<file path="src/rtl/ray_gen_pkg.sv">
// Shared fixed-point and vec3 types, add helpers and default screen resolution
// for the primary-ray generator.
package ray_gen_pkg;

  localparam int unsigned FIXED_W      = 32;
  localparam int unsigned SCREEN_H_RES = 320;
  localparam int unsigned SCREEN_V_RES = 180;

  typedef logic signed [FIXED_W-1:0] fixed_t;

  typedef struct packed {
    fixed_t x;
    fixed_t y;
    fixed_t z;
  } vec3_t;

  typedef enum logic {
    S_IDLE = 1'b0,
    S_RUN  = 1'b1
  } state_e;

  // Two's-complement wrapping add; camera setup keeps sums in range.
  function automatic fixed_t fixed_add(input fixed_t a, input fixed_t b);
    return FIXED_W'(a + b);
  endfunction

  function automatic vec3_t vec3_add(input vec3_t a, input vec3_t b);
    vec3_t r;
    r.x = fixed_add(a.x, b.x);
    r.y = fixed_add(a.y, b.y);
    r.z = fixed_add(a.z, b.z);
    return r;
  endfunction

endpackage

</file>
<file path="src/rtl/ray_gen.sv">
// Primary-ray direction generator: walks the frame in raster order and emits one
// unnormalized direction per pixel, built incrementally from a latched camera basis.
module ray_gen
  import ray_gen_pkg::*;
#(
  parameter int unsigned H_RES = SCREEN_H_RES,
  parameter int unsigned V_RES = SCREEN_V_RES
) (
  input  logic                     clk_in,
  input  logic                     rst_n_in,
  input  logic                     start_in,
  input  vec3_t                    base_in,
  input  vec3_t                    step_x_in,
  input  vec3_t                    step_y_in,
  input  logic                     ready_in,
  output logic                     valid_out,
  output vec3_t                    dir_out,
  output logic [$clog2(H_RES)-1:0] hcount_out,
  output logic [$clog2(V_RES)-1:0] vcount_out,
  output logic                     last_out,
  output logic                     busy_out
);

  localparam int unsigned HW = $clog2(H_RES);
  localparam int unsigned VW = $clog2(V_RES);

  state_e state_q;
  state_e state_d;

  vec3_t step_x_q;
  vec3_t step_y_q;
  vec3_t row_base_q;
  vec3_t row_next;

  logic handshake;
  logic h_end;
  logic v_end;

  assign handshake = valid_out && ready_in;
  assign h_end     = (hcount_out == HW'(H_RES - 1));
  assign v_end     = (vcount_out == VW'(V_RES - 1));
  assign row_next  = vec3_add(row_base_q, step_y_q);

  // State register
  always_ff @(posedge clk_in or negedge rst_n_in) begin
    if (!rst_n_in) begin
      state_q <= S_IDLE;
    end else begin
      state_q <= state_d;
    end
  end

  // Next-state logic
  always_comb begin
    state_d = state_q;
    case (state_q)
      S_IDLE:  if (start_in) state_d = S_RUN;
      S_RUN:   if (handshake && h_end && v_end) state_d = S_IDLE;
      default: state_d = S_IDLE;
    endcase
  end

  // Output decode; valid/busy come straight from the state flop
  always_comb begin
    valid_out = (state_q == S_RUN);
    busy_out  = (state_q == S_RUN);
    last_out  = (state_q == S_RUN) && h_end && v_end;
  end

  // Datapath: basis latch, incremental direction and raster counters
  always_ff @(posedge clk_in or negedge rst_n_in) begin
    if (!rst_n_in) begin
      step_x_q   <= '0;
      step_y_q   <= '0;
      row_base_q <= '0;
      dir_out    <= '0;
      hcount_out <= '0;
      vcount_out <= '0;
    end else begin
      case (state_q)
        S_IDLE: begin
          if (start_in) begin
            step_x_q   <= step_x_in;
            step_y_q   <= step_y_in;
            row_base_q <= base_in;
            dir_out    <= base_in;
            hcount_out <= '0;
            vcount_out <= '0;
          end
        end
        S_RUN: begin
          if (handshake) begin
            if (!h_end) begin
              dir_out    <= vec3_add(dir_out, step_x_q);
              hcount_out <= hcount_out + HW'(1);
            end else if (!v_end) begin
              row_base_q <= row_next;
              dir_out    <= row_next;
              hcount_out <= '0;
              vcount_out <= vcount_out + VW'(1);
            end else begin
              // Final pixel: direction holds, counters rewind for the next frame
              hcount_out <= '0;
              vcount_out <= '0;
            end
          end
        end
        default: ;
      endcase
    end
  end

endmodule

</file>
<file path="config.mk">
export PLATFORM = sky130hd
export DESIGN_NAME = ray_gen
export DESIGN_NICKNAME = d
export VERILOG_FILES = /design/src/rtl/ray_gen_pkg.sv /design/src/rtl/ray_gen.sv
export SDC_FILE = /design/constraint.sdc
export NUM_CORES = 1
export LEC_CHECK = 0
export CAP_MARGIN = 20
export CORE_ASPECT_RATIO = 1.25
export CORE_MARGIN = 3
export CORE_UTILIZATION = 60
export DETAILED_ROUTE_END_ITERATION = 12
export PLACE_DENSITY = 0.95
export SLEW_MARGIN = 25
export SYNTH_ARGS = -nofsm -noshare
export SYNTH_HDL_FRONTEND = slang
export SYNTH_SLANG_ARGS = --single-unit
</file>
<file path="constraint.sdc">
create_clock -name clk_in -period 6.3 [get_ports clk_in]
set_clock_uncertainty 0.05 [all_clocks]
set_input_delay 0.945 -clock clk_in [delete_from_list [all_inputs] [get_ports clk_in]]
set_output_delay 0.945 -clock clk_in [all_outputs]
set_load 0.1 [all_outputs]
</file>
### Word level (Yosys, flattened, before mapping)

Index checks and enable logic that the tools add are counted.
W data, S select, Z words.

* $add $sub $neg: 8
* multipliers: 0
* divide/modulo/power cells: 0
* order comparisons: 0
* equal/unequal tests: 7
* shifts and indexed selects: 0
* multiplexer cells: 20
* bitwise logic cells: 1
* reductions and logical operators: 10

Operator list (number)
* $mux W96: 6
* $pmux W96 S2: 2
* $add A32 B32 Y32: 6
* $mux W8: 4
* $mux W9: 3
* $pmux W9 S2: 1
* $pmux W8 S2: 1
* $add A9 B1 Y9 const B: 1
* $eq A9 B9 Y1 const B: 1
* $add A8 B1 Y8 const B: 1
* $eq A8 B8 Y1 const B: 1
* $reduce_and A3 Y1: 2
* $logic_and A1 B1 Y1: 5
* $ne A2 B1 Y1 const B: 2
* $ne A2 B2 Y1 const B: 2
* $reduce_and A2 Y1: 2
* $reduce_and A4 Y1: 1
* $ne A3 B3 Y1 const B: 1
* $mux W1: 2
* $pmux W1 S2: 1
* $not A1 Y1: 1

* register bits: 402
* latch bits: 0
* memory bits (writable): 0
* ROM bits: 0
* word-level logic and storage cells: 61
* memories kept: 0

### Logic depth before layout (Yosys ltp)

* depth in word-level cells: 5
* gate-level depth with buffers: 15
* depth with buffers taken out: 13

### Worst setup path before layout

Ideal clock, no wire load.

* kind: register to register
* from: reg hcount_out[0]
* to: reg dir_out[90] in the netlist's numbering
* arrival time: 4709 ps
* path slack: 1412 ps
* cell stages (with the launch flop): 15
* path buffers: 3
* clock period less this slack: 4888 ps
* cells stage by stage: dfrtp_1 > ha_1 > nand3_1 > or2_1 > clkbuf_1 > nor3_2 > nand2_1 > nor2_1 > nor2_1 > nand2_1 > buf_2 > buf_2 > nor2_1 > a21oi_1 > o21ai_0

* cells in the longest elaborated chain, start to end: 4
* elaborated cells on any way between the ends: 6
* classes of those cells: 2 x eq/ne; 3 x mux; 1 x reduce/logical

Ends and longest elaborated chain
* from (decl): RTL line ray_gen.sv:18 `output logic [$clog2(H_RES)-1:0] hcount_out,`
* from (signal assigned): RTL line ray_gen.sv:95 `hcount_out <= hcount_out + HW'(1);`
* $eq A9 B9 Y1 (*): RTL line ray_gen.sv:40 `assign h_end = (hcount_out == HW'(H_RES - 1));`
* $mux W96: RTL line ray_gen.sv:93 `if (!h_end) begin`
* $mux W96: RTL line ray_gen.sv:92 `if (handshake) begin`
* $pmux W96 S2: RTL line ray_gen.sv:80 `case (state_q)`
* to (signal assigned): RTL line ray_gen.sv:86 `dir_out <= base_in;`
* to (signal assigned): RTL line ray_gen.sv:94 `dir_out <= vec3_add(dir_out, step_x_q);`
* to (signal assigned): RTL line ray_gen.sv:98 `dir_out <= row_next;`
* to (decl): RTL line ray_gen.sv:17 `output vec3_t dir_out,`

Mark *: on every way between the ends. The rest lies on a longest branch, timed or not. The select of a mux whose other input is x is not followed.
A chain may end at the register's enable or synchronous reset.

### Worst setup path after layout

* from: reg hcount_out[0]
* to: out last_out

* cells in the longest elaborated chain, start to end: 3

Ends and longest elaborated chain
* $eq A9 B9 Y1: RTL line ray_gen.sv:40
* $logic_and A1 B1 Y1 (2 in a row): RTL line ray_gen.sv:67 `last_out = (state_q == S_RUN) && h_end && v_end;`
* to (decl): RTL line ray_gen.sv:20 `output logic last_out,`

Every way passes these cells.

==> run summary <==
CP max-delay cell = nor2_1
DRC violations left = 0
Final Hold Fails = 0
Fin. max-slew vios = 0
Largest cells by area after synthesis = dfrtp_1 38%, nand2_1 13%, ha_1 8.9%, o21ai_0 5.5%, a21oi_1 5.0%
Final hold slack = 0.262 ns
CP endpoint kind = primary output
Drt first-iter violations = 2310
Clk sinks = 402
Status = finished clean
Syn_area_per_cell = 8.12 um^2
Vias = 26500
CP Data Required Time = 5.30 ns
Pwr Density = 444 nW/um^2
Die area = 46700 um^2
Cell Area, Placed = 30900 um^2
Commonest cells in the netlist = 929 x nand2_1, 402 x dfrtp_1, 293 x o21ai_0, 267 x a21oi_1, 188 x ha_1
Htree depth = 2
Most common cell in the netlist = nand2_1
Cell taking the most area after synthesis = dfrtp_1
Top delay family on crit path = simple AND/OR/NAND/NOR gates
Async set-or-reset flop fraction in the synthesized netlist = 100%
Ports = 408
DP Wirelength = 63100 um
Placed insts = 4091
Post-synth top area share = 38.0%
Fin crit share = 66.2%
Crit path DAT = 3.18 ns
Vias per cell = 6.34
Maxcap violations = 0
Setup violations, final = 0
Worst vdd ir = 497 uV
Levels on crit path = 7
Worst path cell trace = ha_1, nand3_1, or2_1, nor3_4, nand2_1, nor2_1, buf_4
Setup crit start kind = register
Syn nets = 3749
Gr usage total = 36.9%
FF+latch count, synth = 402
FF-to-FF path depth = 9
Post-synth EDFFs = 0
LEAKAGE = 15.8 nW
DR WL/cell = 21.2 um
Clk_lat worst skew = 0.59 ns
Clock transition at the registers of the reported paths = 0.06 ns
Cells after Synth = 3263
Clock root buffer = clkbuf_16
Max Clock Freq = 240 MHz
Crit Reg-Reg Startpoint = hcount_out[0]
Clock Path Buffers = 3
Largest net degree at the start of global routing = 124
CP max FO = 12
Total CTS buffers = 44
Die height = 241 um
Hold Path Class = primary input to async pin
First-pass GRT wire length = 139000 um
Top FF cell, synth = dfrtp_1
Post-Layout Cell Count = 4177
Sequential-to-total area share from yosys stat = 38.0%
Initial antenna violation count = 7
R2r setup slk = 2.16 ns
DR pass1 iterations = 7
PostCTS Resize Cnt = 0
Layout cell share with drive strength beyond 1 = 3.80%
Number of global-route vias before repair = 26100
CORE AREA = 43400 um^2
Area grow syn2layout = 22.4%
Setup crit start = hcount_out[0]
Slew headroom = 25.2%
Kind of critical path = register to primary output
FP Rows = 85
Sum Neg Setup Slack = 0 ns
Cell area after layout = 32400 um^2
Final wirelength = 88700 um
Starting density of the core = 61.0%
# Post-CTS Setup Buffers = 0
Yosys Warn Count = 0
Worst path max stage delay = 0.49 ns
Min cycle time layout = 4.17 ns
Buffers on Ports = 407
Hold_buf cts = 0
RSZ-0062 raised after global routing = no
Synth Cell Area = 26500 um^2
Die Width = 194 um
CTS tree = built
CP bufs+invs = 1
Final layout net count = 4059
Total global routing overflow = 0
Slew @ Worst Pin = 1.12 ns
Routed Antenna Nets = 0
Global placement routability congestion = 0.953
Yosys cell types = 78
==> path summary, 6_finish.rpt <==
path | endpoint
worst max-delay path | last_out
worst min-delay path | step_x_q[68]
worst max register to register | dir_out[3]
worst min register to register | step_x_q[75]
max in group asynchronous | step_y_q[19]
min in group clk_in | step_x_q[75]
==> layer usage <==
metal / routed length (um) / up-vias / GRT usage (%)
li1: - / 12000 / -
met1: 32100 / 12500 / 44.1
met2: 42300 / 1556 / 62.8
met3: 8130 / 381 / 7.27
met4: 6110 / 4 / 21.4
met5: 23 / - / 0
==> registers in the layout, indices dropped and copies added (netlist names) <==
name        cells
busy_out        1
dir_out        96
hcount_out      9
row_base_q     96
step_x_q       96
step_y_q       96
vcount_out      8
==> layout by cell type, fill, tap and decap left out, types with 17 or more instances in the layout <==
| cell type | Yosys | layout |
|---|---|---|
| nand3_1 | 58 | 58 |
| ha_1 | 188 | 188 |
| a21oi_1 | 267 | 266 |
| nand4_1 | 20 | 20 |
| a21o_1 | 100 | 100 |
| and3_1 | 31 | 31 |
| clkbuf_16 | 0 | 45 |
| nor2b_1 | 33 | 32 |
| clkdlybuf4s50_1 | 0 | 402 |
| nand2b_1 | 19 | 19 |
| o21ai_0 | 293 | 293 |
| inv_1 | 36 | 35 |
| buf_4 | 1 | 21 |
| mux2i_1 | 58 | 58 |
| nand2_1 | 929 | 927 |
| nor2_1 | 146 | 142 |
| o21bai_1 | 23 | 23 |
| dfrtp_1 | 402 | 401 |
| a31oi_1 | 33 | 33 |
| xnor2_1 | 101 | 101 |
| xor2_1 | 71 | 71 |
| nor3_1 | 30 | 30 |
| a211oi_1 | 24 | 24 |
| o211ai_1 | 33 | 33 |
| o21a_1 | 17 | 17 |
==> per-stage QoR <==
step	total power [W]	setup slack (ns)	utilization, %
final	0.0144	2.13	74.7
after global routing	0.0151	1.98	74.7
after CTS	0.0143	2.17	74.6
after detailed placement	0.0115	2.19	71.1
after global placement	0.0113	2.32	71.1
after floorplan	0.00939	1.41	-
==> logic make-up after synthesis <==
group	after synthesis	synth area share, %
xor gates and xnor gates	172	5.69
DFF	402	38.0
and+or+nand+nor	1310	20.5
adders and majority gates	194	9.34
buffers and inverters	202	2.97
muxes	59	2.23
AOI/OAI and AO/OA	924	21.3
==> power breakdown <==
group | switching [W] | total (W) | internal [W]
logic | 0.00529 | 0.00791 | 0.00262
registers | 0.000590 | 0.00372 | 0.00313
clock network | 0.00114 | 0.00274 | 0.00160
total | 0.00703 | 0.0144 | 0.00735
==> layout make-up <==
class | count | area, um^2
Antenna cell | 5 | 12.5
Clock buffer | 63 | 1300
Clock inverter | 17 | 199
Fill cell | 3064 | 11000
Inverter | 36 | 135
Multi-Input combinational cell | 2659 | 15700
Sequential cell | 402 | 10100
Tap cell | 565 | 707
Timing Repair Buffer | 430 | 4290
Power figures use the tool's default switching activity.
